## config.mk

```make
export PLATFORM = sky130hd
export DESIGN_NAME = refill_arbiter_flat
export DESIGN_NICKNAME = d
export VERILOG_FILES = /design/src/rtl/refill_arbiter_pkg.sv /design/src/rtl/refill_arbiter_if.sv /design/src/rtl/refill_arbiter_rr_arb2.sv /design/src/rtl/refill_arbiter.sv /design/src/flat_wrapper.sv
export SDC_FILE = /design/constraint.sdc
export NUM_CORES = 1
export LEC_CHECK = 0
export ABC_AREA = 1
export BUFFER_PORTS_ARGS = -buffer_cell sky130_fd_sc_hd__buf_4
export CORE_MARGIN = 2
export CORE_UTILIZATION = 50
export CTS_CLUSTER_DIAMETER = 100
export CTS_CLUSTER_SIZE = 10
export DETAILED_ROUTE_END_ITERATION = 12
export PLACE_DENSITY = 0.84
export SYNTH_ARGS = -nofsm -noshare
export SYNTH_HDL_FRONTEND = slang
export SYNTH_HIERARCHICAL = 1
export SYNTH_SLANG_ARGS = --single-unit
```

## constraint.sdc

```tcl
create_clock -name clk -period 9.4 [get_ports clk]
set_input_delay 1.88 -clock clk [delete_from_list [all_inputs] [get_ports clk]]
set_output_delay 1.88 -clock clk [all_outputs]
set_load 0.01 [all_outputs]
```

## src/rtl/refill_arbiter_pkg.sv

```systemverilog
// Shared state encodings, requester IDs and AXI read constants for refill_arbiter.
package refill_arbiter_pkg;

  typedef enum logic [1:0] {
    ST_IDLE = 2'd0,
    ST_ADDR = 2'd1,
    ST_DATA = 2'd2,
    ST_DONE = 2'd3
  } state_t;

  typedef enum logic {
    REQ_IC = 1'b0,
    REQ_DC = 1'b1
  } req_id_t;

  localparam logic [2:0] ARSIZE_4B    = 3'b010;
  localparam logic [1:0] ARBURST_INCR = 2'b01;
  localparam logic [1:0] RRESP_OKAY   = 2'b00;

  function automatic req_id_t other_req(input req_id_t id);
    return (id == REQ_IC) ? REQ_DC : REQ_IC;
  endfunction

endpackage

```

## src/rtl/refill_arbiter_if.sv

```systemverilog
// AXI4 read-only address/data channels between the refill arbiter and the interconnect.
interface refill_arbiter_if #(
  parameter int ADDR_W = 32,
  parameter int DATA_W = 32
);
  logic [ADDR_W-1:0] m_araddr;
  logic [7:0]        m_arlen;
  logic [2:0]        m_arsize;
  logic [1:0]        m_arburst;
  logic              m_arvalid;
  logic              m_arready;
  logic [DATA_W-1:0] m_rdata;
  logic [1:0]        m_rresp;
  logic              m_rlast;
  logic              m_rvalid;
  logic              m_rready;

  modport master (
    output m_araddr, m_arlen, m_arsize, m_arburst, m_arvalid, m_rready,
    input  m_arready, m_rdata, m_rresp, m_rlast, m_rvalid
  );

  modport slave (
    input  m_araddr, m_arlen, m_arsize, m_arburst, m_arvalid, m_rready,
    output m_arready, m_rdata, m_rresp, m_rlast, m_rvalid
  );
endinterface

```

## src/rtl/refill_arbiter_rr_arb2.sv

```systemverilog
// Combinational two-way round-robin picker: on a tie the requester that was not granted last wins.
module rr_arb2
  import refill_arbiter_pkg::*;
(
  input  logic [1:0] req,
  input  req_id_t    last_grant,
  output req_id_t    grant,
  output logic       grant_vld
);

  always_comb begin
    grant_vld = |req;
    grant     = REQ_IC;
    if (&req) begin
      grant = other_req(last_grant);
    end else if (req[1]) begin
      grant = REQ_DC;
    end
  end

endmodule

```

## src/rtl/refill_arbiter.sv

```systemverilog
// Shares one AXI4 read port between icache and dcache refills: one BEATS-beat INCR burst per request, ARVALID one cycle after IDLE sees a pending request.
// Honours ARREADY/RVALID stalls; optional grant/wait counters under REFILL_ARB_STATS_EN.
module refill_arbiter
  import refill_arbiter_pkg::*;
#(
  parameter int ADDR_W = 32,
  parameter int DATA_W = 32,
  parameter int BEATS  = 4
) (
  input  logic                     clk,
  input  logic                     rst,
  input  logic                     ic_start,
  input  logic [ADDR_W-1:0]        ic_addr,
  output logic                     ic_busy,
  output logic                     ic_done,
  output logic [DATA_W-1:0]        ic_data,
  output logic [$clog2(BEATS)-1:0] ic_word,
  output logic                     ic_data_valid,
  output logic                     ic_err,
  input  logic                     dc_start,
  input  logic [ADDR_W-1:0]        dc_addr,
  output logic                     dc_busy,
  output logic                     dc_done,
  output logic [DATA_W-1:0]        dc_data,
  output logic [$clog2(BEATS)-1:0] dc_word,
  output logic                     dc_data_valid,
  output logic                     dc_err,
  refill_arbiter_if.master         m
`ifdef REFILL_ARB_STATS_EN
  ,
  output logic [31:0]              stat_ic_grants,
  output logic [31:0]              stat_dc_grants,
  output logic [31:0]              stat_wait_cycles
`endif
);

  localparam int                 BEAT_W    = $clog2(BEATS);
  localparam logic [ADDR_W-1:0]  LINE_MASK = ADDR_W'((BEATS * (DATA_W / 8)) - 1);
  localparam logic [BEAT_W-1:0]  LAST_BEAT = BEAT_W'(BEATS - 1);

  state_t            state, state_nxt;
  logic              pend_ic, pend_dc;
  logic [ADDR_W-1:0] addr_ic, addr_dc;
  req_id_t           owner, last_grant, grant;
  logic              grant_vld;
  logic [BEAT_W-1:0] beat;
  logic              err;
  logic              arvalid_q, rready_q;
  logic [ADDR_W-1:0] araddr_q;
  logic              ar_hs, r_hs, last_hs, beat_err;

  assign ar_hs    = arvalid_q && m.m_arready;
  assign r_hs     = m.m_rvalid && rready_q;
  assign last_hs  = r_hs && (beat == LAST_BEAT);
  // Completion is counted by beats; a misplaced RLAST is only reported as an error.
  assign beat_err = (m.m_rresp != RRESP_OKAY) || (m.m_rlast != (beat == LAST_BEAT));

  assign m.m_araddr  = araddr_q;
  assign m.m_arlen   = 8'(BEATS - 1);
  assign m.m_arsize  = ARSIZE_4B;
  assign m.m_arburst = ARBURST_INCR;
  assign m.m_arvalid = arvalid_q;
  assign m.m_rready  = rready_q;

  // Busy covers the done cycle: the pending flag clears on the same edge that raises done.
  assign ic_busy = pend_ic || ic_done;
  assign dc_busy = pend_dc || dc_done;

  rr_arb2 u_rr_arb2 (
    .req        ({pend_dc, pend_ic}),
    .last_grant (last_grant),
    .grant      (grant),
    .grant_vld  (grant_vld)
  );

  always_ff @(posedge clk or posedge rst) begin
    if (rst) begin
      state <= ST_IDLE;
    end else begin
      state <= state_nxt;
    end
  end

  always_comb begin
    state_nxt = state;
    case (state)
      ST_IDLE: if (grant_vld) state_nxt = ST_ADDR;
      ST_ADDR: if (ar_hs)     state_nxt = ST_DATA;
      ST_DATA: if (last_hs)   state_nxt = ST_DONE;
      ST_DONE:                state_nxt = ST_IDLE;
      default:                state_nxt = ST_IDLE;
    endcase
  end

  always_ff @(posedge clk or posedge rst) begin
    if (rst) begin
      pend_ic <= 1'b0;
      pend_dc <= 1'b0;
      addr_ic <= '0;
      addr_dc <= '0;
    end else begin
      if (ic_start && !pend_ic) begin
        pend_ic <= 1'b1;
        addr_ic <= ic_addr & ~LINE_MASK;
      end else if (state == ST_DONE && owner == REQ_IC) begin
        pend_ic <= 1'b0;
      end
      if (dc_start && !pend_dc) begin
        pend_dc <= 1'b1;
        addr_dc <= dc_addr & ~LINE_MASK;
      end else if (state == ST_DONE && owner == REQ_DC) begin
        pend_dc <= 1'b0;
      end
    end
  end

  always_ff @(posedge clk or posedge rst) begin
    if (rst) begin
      owner         <= REQ_IC;
      last_grant    <= REQ_DC;
      araddr_q      <= '0;
      arvalid_q     <= 1'b0;
      rready_q      <= 1'b0;
      beat          <= '0;
      err           <= 1'b0;
      ic_data       <= '0;
      ic_word       <= '0;
      ic_data_valid <= 1'b0;
      ic_done       <= 1'b0;
      ic_err        <= 1'b0;
      dc_data       <= '0;
      dc_word       <= '0;
      dc_data_valid <= 1'b0;
      dc_done       <= 1'b0;
      dc_err        <= 1'b0;
    end else begin
      ic_data_valid <= 1'b0;
      dc_data_valid <= 1'b0;
      ic_done       <= 1'b0;
      dc_done       <= 1'b0;
      ic_err        <= 1'b0;
      dc_err        <= 1'b0;
      case (state)
        ST_IDLE: begin
          if (grant_vld) begin
            owner     <= grant;
            araddr_q  <= (grant == REQ_IC) ? addr_ic : addr_dc;
            arvalid_q <= 1'b1;
            err       <= 1'b0;
          end
        end
        ST_ADDR: begin
          if (ar_hs) begin
            arvalid_q <= 1'b0;
            rready_q  <= 1'b1;
            beat      <= '0;
          end
        end
        ST_DATA: begin
          if (r_hs) begin
            beat <= beat + 1'b1;
            err  <= err | beat_err;
            if (owner == REQ_IC) begin
              ic_data       <= m.m_rdata;
              ic_word       <= beat;
              ic_data_valid <= 1'b1;
            end else begin
              dc_data       <= m.m_rdata;
              dc_word       <= beat;
              dc_data_valid <= 1'b1;
            end
            if (beat == LAST_BEAT) rready_q <= 1'b0;
          end
        end
        ST_DONE: begin
          last_grant <= owner;
          if (owner == REQ_IC) begin
            ic_done <= 1'b1;
            ic_err  <= err;
          end else begin
            dc_done <= 1'b1;
            dc_err  <= err;
          end
        end
        default: ;
      endcase
    end
  end

`ifdef REFILL_ARB_STATS_EN
  logic active, wait_inc;
  assign active   = (state != ST_IDLE);
  assign wait_inc = (pend_ic && !(active && owner == REQ_IC)) ||
                    (pend_dc && !(active && owner == REQ_DC));

  always_ff @(posedge clk or posedge rst) begin
    if (rst) begin
      stat_ic_grants   <= '0;
      stat_dc_grants   <= '0;
      stat_wait_cycles <= '0;
    end else begin
      if (state == ST_IDLE && grant_vld && grant == REQ_IC) stat_ic_grants <= stat_ic_grants + 32'd1;
      if (state == ST_IDLE && grant_vld && grant == REQ_DC) stat_dc_grants <= stat_dc_grants + 32'd1;
      if (wait_inc) stat_wait_cycles <= stat_wait_cycles + 32'd1;
    end
  end
`endif

endmodule
```

## src/flat_wrapper.sv

```systemverilog
// flat-port wrapper written by rule: the top's interface ports become plain ports
module refill_arbiter_flat import refill_arbiter_pkg::*;
#(
  parameter int ADDR_W = 32,
  parameter int DATA_W = 32,
  parameter int BEATS  = 4
)
  (clk, rst, ic_start, ic_addr, ic_busy, ic_done, ic_data, ic_word, ic_data_valid, ic_err, dc_start, dc_addr, dc_busy, dc_done, dc_data, dc_word, dc_data_valid, dc_err, m_m_araddr, m_m_arlen, m_m_arsize, m_m_arburst, m_m_arvalid, m_m_rready, m_m_arready, m_m_rdata, m_m_rresp, m_m_rlast, m_m_rvalid);
  refill_arbiter_if #(.ADDR_W(ADDR_W), .DATA_W(DATA_W)) m_i ();
  input  logic clk;
  input  logic rst;
  input  logic ic_start;
  input  logic [ADDR_W-1:0] ic_addr;
  output logic ic_busy;
  output logic ic_done;
  output logic [DATA_W-1:0] ic_data;
  output logic [$clog2(BEATS)-1:0] ic_word;
  output logic ic_data_valid;
  output logic ic_err;
  input  logic dc_start;
  input  logic [ADDR_W-1:0] dc_addr;
  output logic dc_busy;
  output logic dc_done;
  output logic [DATA_W-1:0] dc_data;
  output logic [$clog2(BEATS)-1:0] dc_word;
  output logic dc_data_valid;
  output logic dc_err;
  output wire logic [$bits(m_i.m_araddr)-1:0] m_m_araddr;
  output wire logic [$bits(m_i.m_arlen)-1:0] m_m_arlen;
  output wire logic [$bits(m_i.m_arsize)-1:0] m_m_arsize;
  output wire logic [$bits(m_i.m_arburst)-1:0] m_m_arburst;
  output wire logic [$bits(m_i.m_arvalid)-1:0] m_m_arvalid;
  output wire logic [$bits(m_i.m_rready)-1:0] m_m_rready;
  input wire logic [$bits(m_i.m_arready)-1:0] m_m_arready;
  input wire logic [$bits(m_i.m_rdata)-1:0] m_m_rdata;
  input wire logic [$bits(m_i.m_rresp)-1:0] m_m_rresp;
  input wire logic [$bits(m_i.m_rlast)-1:0] m_m_rlast;
  input wire logic [$bits(m_i.m_rvalid)-1:0] m_m_rvalid;
  assign m_m_araddr = m_i.m_araddr;
  assign m_m_arlen = m_i.m_arlen;
  assign m_m_arsize = m_i.m_arsize;
  assign m_m_arburst = m_i.m_arburst;
  assign m_m_arvalid = m_i.m_arvalid;
  assign m_m_rready = m_i.m_rready;
  assign m_i.m_arready = m_m_arready;
  assign m_i.m_rdata = m_m_rdata;
  assign m_i.m_rresp = m_m_rresp;
  assign m_i.m_rlast = m_m_rlast;
  assign m_i.m_rvalid = m_m_rvalid;
  refill_arbiter #(.ADDR_W(ADDR_W), .DATA_W(DATA_W), .BEATS(BEATS)) u_core (.clk(clk), .rst(rst), .ic_start(ic_start), .ic_addr(ic_addr), .ic_busy(ic_busy), .ic_done(ic_done), .ic_data(ic_data), .ic_word(ic_word), .ic_data_valid(ic_data_valid), .ic_err(ic_err), .dc_start(dc_start), .dc_addr(dc_addr), .dc_busy(dc_busy), .dc_done(dc_done), .dc_data(dc_data), .dc_word(dc_word), .dc_data_valid(dc_data_valid), .dc_err(dc_err), .m(m_i));
endmodule
```

* Word-level counts from Yosys, hierarchy flattened
Index checks and enable logic that the tools add are counted.
** Word-level totals
- Register bits :: 173
- Logic and storage cells :: 101
- Input port bits :: 105
- Output and inout bits :: 123
** Cells by class
- Multiplexer cells :: 37
- Equal/unequal tests :: 10
- Add/sub/neg operators :: 1
- Bitwise gates (word level) :: 2
- Reductions and logical operators :: 29
** Operator list (count)
- $mux 32 :: 1
- $mux 1 :: 26
- $reduce_and 3->1 :: 6
- $reduce_bool 2->1 :: 6
- $mux 2 :: 5
- $ne 2x1->1 const B :: 5
- $pmux 2 s4 :: 1
- $logic_and 1x1->1 :: 7
- $eq 2x2->1 const B :: 3
- $pmux 1 s2 :: 3
- $pmux 2 s2 :: 1
- $reduce_and 2->1 :: 2
- $reduce_and 4->1 :: 1
- $logic_or 1x1->1 :: 3
- $add 2x1->2 const B :: 1
- $eq 2x1->1 const B :: 1
- $logic_not 1->1 :: 2
- $logic_not 2->1 :: 1
- $reduce_or 2->1 :: 1
- $ne 1x1->1 :: 1
- $not 1->1 :: 1
- $or 1x1->1 :: 1

* Logic depth before layout (Yosys ltp)
Gate-level depths: netlist of run 1.
- Depth after elaboration :: 6
- Depth in mapped cells :: 9

* Modules after synthesis
The synthesis of run 1 kept the hierarchy.
** By module, submodules not included
- refill_arbiter :: cells an instance 640, instances 1, sequential area each 4230.3 µm², area an instance 6834.1 µm²
- rr_arb2 :: cells an instance 3, instances 1, sequential area each 0.0 µm², area an instance 15.0 µm²

* Least setup slack after synthesis of run 1
OpenSTA, ideal clock, no wires.
- Path type :: input to register
- From :: in dc_start
- To :: reg u_core.addr_dc[10]
- Library setup time :: 0.125 ns
- Setup slack :: 6.631 ns
- Arrival :: 2.644 ns
- Data required time :: 9.275 ns
- Stages :: 4
- Path through :: nand2_1 > buf_2 > buf_4 > mux2_2
** Between the ends
- Longest elaborated chain between the ends :: 1
** RTL lines
- from (decl) :: RTL line flat_wrapper.sv:20 : input logic dc_start;
- $logic_and 1x1->1 :: RTL line refill_arbiter.sv:108 : if (dc_start && !pend_dc) begin
- to (signal assigned) :: RTL line refill_arbiter.sv:110 : addr_dc <= dc_addr & ~LINE_MASK;
- to (decl) :: RTL line refill_arbiter.sv:43 : logic [ADDR_W-1:0] addr_ic, addr_dc;
Every way passes these cells.
A chain may end at the register's enable or synchronous reset.

* Worst setup path after layout of run 1
- From :: reg u_core.pend_ic
- To :: out ic_busy
** Between the ends
- Longest elaborated chain between the ends :: 1
** RTL lines
- from (decl) :: RTL line refill_arbiter.sv:42 : logic pend_ic, pend_dc;
- from (signal assigned) :: RTL line refill_arbiter.sv:97 : pend_ic <= 1'b0;
- from (signal assigned) :: RTL line refill_arbiter.sv:103 : pend_ic <= 1'b1;
- from (signal assigned) :: RTL line refill_arbiter.sv:106 : pend_ic <= 1'b0;
- $logic_or 1x1->1 :: RTL line refill_arbiter.sv:66 : assign ic_busy = pend_ic || ic_done;
- to (decl) :: RTL line flat_wrapper.sv:14 : output logic ic_busy;
Every way passes these cells.

==> run metrics, run 1 <==
Top FF cell, synth=dfrtp_1; Total GRT Usage=22.2%; status=finished, final reports clean; Critical Path End Type=output pin; hold_buf cts=0; uppermost layer routed=met4; Peak VDD IR=0.200 mV; Endpoint, Worst Hold=u_core/dc_word[1]; #FFs+latches synth=169; Filler cells=1090; post_cts resized=0; FF-to-FF path depth=7; Post-Place Cells=993; worst-path cell chain=or2_2, buf_4; Worst Path Buf+Inv=1; most frequent cell after synthesis=dfrtp_1; worst min path class=reg -> reg; CTS tree=done; final setup vio count=0; Post-synth EDFFs=0; worst hold stages=2; Final Max Tran Viols=0; CTS clk-pin slew, worst paths=60 ps; drt drc=0; DR vias=5154; Syn-to-layout area delta=31.4%; DIE AREA=14700 sq um; Slew @ Worst Pin=1050 ps; Critical Path AT=1300 ps; Synth area leaders=dfrtp_1, mux2_2, nand2_1, a21oi_1, o21ai_0; startpoint class of the critical path=flop; met3 wire length=1420 microns; Critical R2R Capture=u_core/dc_data[18]; drt pass-1 iters=4; Final Hold Violating Endpoints=0; hold_sp=u_core/dc_word[1]; total grt overflow=0; first-pass GRT wire length=25100 microns; post-CTS setup repair buffer count=0; Worst Skew=12.6 ps; RePlAce Congestion=0.788; Lkg Pwr=4.62 nW; Max-Cap Viols=0; Slew HR=29.7%; # IOs=228; Crit Path Max Fanout=4; CTS max path bufs=2; minimum clock period=3180 ps; First DRT Iteration DRCs=402; TritonCTS Sinks=169; Setup CP Type=reg -> out; hold_ws=483 ps; FF-to-FF Start=u_core/state[0]; Clock Latency Late Sink=420 ps; total core area=13300 sq um; Post-Route M1 WL=6310 microns; DIE WIDTH=121 microns; Crit path largest cell delay=420 ps; final WL=15800 microns; buffers added on ports=202; period utilisation layout=33.8%; non-filler cells, final=1025; proportion of synthesized chip area in sequential cells=61.8%; ANT nets after route=0; vias in the first global route=5158; YS warnings=6; Wirelength per Cell=15.4 microns; starting density of the core=51.5%; fin nets=946; vias per cell=5.03; dpl hpwl=10800 microns; row cnt=42; maximum number of pins on one net before global-route repair=97; share of cells above drive strength 1=36.6%; fmax=315 MHz; diode count=0; Mapped Cells=643; top cells by count, synth=dfrtp_1, nand2_1, a21oi_1, mux2_2, o21ai_0; ys async rst share=100%; cell taking the most area after synthesis=dfrtp_1; Syn Std Cell Area=6850 sq um; Root Driver=clkbuf_16; Setup TNS=0 ps; slowest CP cell=dfrtp_1; Die H=121 microns; Distinct cells, synth=25; CTS buffer count=17; pwr dens=363 nW/um^2; mean post-synth cell area=10.7 sq um; routed length on met2=7910 microns; r2r setup slk=7470 ps; Worst Path Required=7520 ps; RSZ-0062 raised after global routing=no; initial antenna violation count=0; share of the synthesized area in the top cell type=61.4%; H-Tree Depth=4; Crit path max-delay family=flip-flops
[registers in the layout (all words and copies together) (netlist names), 2 cells and up]
register and flops:
u_core/addr_dc 28, u_core/addr_ic 28, u_core/beat 2, u_core/dc_data 32, u_core/dc_word 2, u_core/ic_data 32
u_core/ic_word 2, u_core/m.m_araddr 28, u_core/state 2
[worst min-delay path: cells and delay by family (launching register included)]
family	cells	cell delay, ps
AOI/OAI and AO/OA	1	50
DFF	1	340
and+or+nand+nor	1	70
[how the worst max path moves through the flow]
stage                        start                  to  slack (ps)  cells after the start
CTS                 u_core/pend_ic             ic_busy        6200                      2
detailed placement             rst  u_core/dc_data[18]        5780                      3
global placement               rst   u_core/dc_data[0]        5790                      3
finish              u_core/pend_ic             ic_busy        6220                      2
global route                   rst   u_core/ic_data[5]        6040                      3
floorplan                      rst  u_core/addr_dc[10]        2950                      1
[layer usage]
| layer | vias to the layer above | GRT usage [%] |
|---|---|---|
| met3 | 12 | 7.57 |
| met1 | 2513 | 26.6 |
| met4 | 0 | 7.34 |
| met2 | 202 | 37.4 |
| li1 | 2427 | - |
| met5 | - | 0 |
[layout by cell type (no fill, tap or decap)]
cell type and count:
a21oi_1 56, a21oi_2 1, buf_4 207, bufinv_16 4
clkbuf_1 4, clkbuf_16 17, clkinv_2 1, clkinvlp_4 5
conb_1 17, dfrtp_1 168, dfstp_2 1, ha_1 5
inv_1 52, inv_2 2, inv_6 2, mux2_2 56
nand2_1 126, nand2_4 2, nand3_1 6, nand4_1 1
nor2_1 35, nor2_8 1, o211ai_1 1, o21ai_0 56
o21ai_1 10, o21ai_2 10, or2_1 1, or2_2 2
[kinds of logic after synthesis]
family	share of synthesized area, %
adder cells (fa/ha/maj)	0.913
multiplexers	9.21
AND/OR/NAND/NOR	10.2
flip-flops	61.8
buffers and inverters	7.38
other	0.110
AO/OA/AOI/OAI	10.4
[through the flow]
step	cell area, sq um	setup slack, ps	utilization, %	total power [mW]
6_report	9000	6220	67.7	3.27
5_1_grt	9000	6040	67.7	3.49
4_1_cts	9000	6200	67.7	3.30
3_5_place_dp	8390	5780	63.1	2.57
3_3_place_gp	8390	5790	63.1	2.51
2_1_floorplan	6910	2950	-	2.00
[cell type report]
type	count	area (sq um)	area share (%)
flip-flops and latches	169	4230	47.0
inverters	55	211	2.35
clock buffers	21	440	4.89
clock inverters	11	171	1.90
well taps	176	220	2.45
multi-input cells	386	2170	24.1
repair buffers	207	1550	17.3
[power breakdown]
group / leakage [nW] / internal [mW] / total (mW) / switching, mW
combinational: 2.28 / 0.596 / 1.26 / 0.666
sequential: 2.06 / 1.09 / 1.29 / 0.196
clock: 0.280 / 0.445 / 0.720 / 0.275
total: 4.62 / 2.13 / 3.27 / 1.14
Note: power is estimated with default switching activity, not from simulation.
==> run 2, diff against run 1 <==
- CORE_UTILIZATION: 50 -> 46
- PLACE_DENSITY: 0.84 -> 0.82
- clock period: 9.4 -> 2.65 ns (I/O delays scaled with it)
==> run 2 against run 1 <==
Against the previous run: sequential share of layout area shrank 0.21 points; first-iteration DRC count down 28%; total power rose to 3.5 times the previous value; largest power group unchanged; critical path type is now reg -> reg; design area grew 0.44%; final cell count increased by 1.1%.
==> run metrics, run 2 (synthesis gave the netlist of run 1 again) <==
biggest regs=u_core/dc_data (32), u_core/ic_data (32); hold_ws=284 ps (-199 ps); final setup vio count=0 (unchanged); final WL=16200 microns (+2.5%); Wirelength per Cell=15.6 microns (+1.4%); RePlAce Congestion=0.775 (-1.7%); ANT nets after route=0 (unchanged); hold_buf cts=0 (unchanged); RSZ-0062 raised after global routing=no; Lkg Pwr=4.64 nW (+0.50%); Crit Path Max Fanout=69 (+65); fmax=520 MHz; initial antenna violation count=0 (unchanged); vias per cell=4.97 (-1.3%); total grt overflow=0 (unchanged); most frequent cells in the layout=buf_4, dfrtp_1, nand2_1; Slew HR=53.8% (+24 points); TritonCTS Sinks=169 (unchanged); Max-Cap Viols=0 (unchanged); slowest CP cell=dfrtp_1; # IOs=228 (unchanged); Final Max Tran Viols=0 (unchanged); H-Tree Depth=4 (unchanged); commonest non-fill, non-tap cell in the layout=buf_4; CTS clk-pin slew, worst paths=60 ps (about the same); CTS buffer count=17 (unchanged); worst-path cell chain=inv_1, ha_1, inv_2, nor2_8, nand2_4, o21ai_0; first-pass GRT wire length=26300 microns (+4.8%); Clock Latency Late Sink=420 ps (about the same); worst min path class=in -> async; Root Driver=clkbuf_16; non-filler cells, final=1036 (+1.1%); Syn-to-layout area delta=32.0%; minimum clock period=1920 ps; Critical Path AT=2240 ps (+940 ps); Worst Path Required=2960 ps (-4560 ps); dpl hpwl=11000 microns (+1.4%); drt pass-1 iters=4 (unchanged); buffers added on ports=202 (unchanged); Placement Setup Slack=748 ps (-5030 ps); Worst Setup Slack, final=728 ps (-5490 ps); Slew @ Worst Pin=692 ps (-360 ps); startpoint class of the critical path=flop; drt drc=0 (unchanged); First DRT Iteration DRCs=288 (-28%); CTS max path bufs=2 (unchanged); vias in the first global route=5199 (+0.79%); Post-Place Cells=1004 (+1.1%); fin nets=949 (+0.32%); post_cts resized=0 (unchanged); diode count=0 (unchanged); Setup CP Type=reg -> reg; Die H=126 microns (+4.1%); Peak VDD IR=0.689 mV (+240%); maximum number of pins on one net before global-route repair=117 (+21%); pwr dens=1270 nW/um^2 (+250%); period utilisation layout=72.5%; Worst Skew=15.3 ps (+2.75 ps); CTS tree=done; Total GRT Usage=21.0% (-1.2 points); Crit path largest cell delay=420 ps (about the same); Critical Path End Type=flop; post-CTS setup repair buffer count=0 (unchanged); total core area=14500 sq um (+9.3%); DIE WIDTH=126 microns (+4.1%); DR vias=5144 (-0.19%); starting density of the core=47.1% (-4.4 points); share of cells above drive strength 1=37.0% (+0.34 points); DIE AREA=15900 sq um (+8.4%); Final Hold Violating Endpoints=0 (unchanged); row cnt=44 (+4.8%); status=finished, final reports clean
## run 2: changes by cell type in the layout (fill, tap and decap cells not counted), sizes merged
cell	delta
inv	-1
clkinv	+3
clkbuf	+1
clkinvlp	-1
bufinv	-2
buf	+3
## run 2: layer usage
layer | track usage [%] | up-vias | share of wire [%]
met5 | 0 | - | 0
met4 | 6.53 | 0 | 1.3
met3 | 8.62 | 12 | 9.9
met2 | 34.7 | 208 | 49
met1 | 25.1 | 2476 | 40
li1 | - | 2448 | -
## run 2: worst paths after layout
check                                   start                     to  slack (ps)  cells after the start
max                           u_core/state[0]     u_core/ic_data[10]         730                      6
min                                       rst             u_core/err         280                      3
max reg2reg                   u_core/state[0]     u_core/ic_data[10]         730                      6
min reg2reg                u_core/dc_data[31]     u_core/dc_data[31]         480                      2
max in group asynchronous                 rst  u_core/m.m_araddr[25]        1830                      3
min in group clk                   dc_addr[8]      u_core/addr_dc[8]         340                      2
## run 2: where the power goes
group	leakage, nW	switching, mW	internal [mW]	total, mW
clock	0.277	0.987	1.44	2.43
combinational	2.30	2.37	2.16	4.53
sequential	2.06	0.692	3.87	4.56
total	4.64	4.05	7.47	11.5
## run 2: through the flow
| stage | power, mW | util (%) | area (sq um) | TNS (ps) |
|---|---|---|---|---|
| floorplan | 7.09 | - | 6910 | -5700 |
| global placement | 8.95 | 58.2 | 8460 | 0 |
| detailed placement | 9.15 | 58.2 | 8460 | 0 |
| CTS | 11.6 | 62.2 | 9040 | 0 |
| global route | 12.3 | 62.2 | 9040 | 0 |
| finish | 11.5 | 62.2 | 9040 | 0 |
## run 2: worst max-delay path, delay by kind of cell (launching register included)
family | cells | cell delay [ps]
simple gates | 2 | 530
buf+inv | 2 | 210
compound gates | 1 | 370
flops | 1 | 420
fa+ha+maj | 1 | 280
## run 2: final cells by class
cell class                      instances  area [sq um]
Fill cell                            1194          5490
Sequential cell                       169          4230
Multi-Input combinational cell        386          2170
Timing Repair Buffer                  210          1610
Clock buffer                           22           464
Tap cell                              184           230
Inverter                               55           210
Clock inverter                         10           119
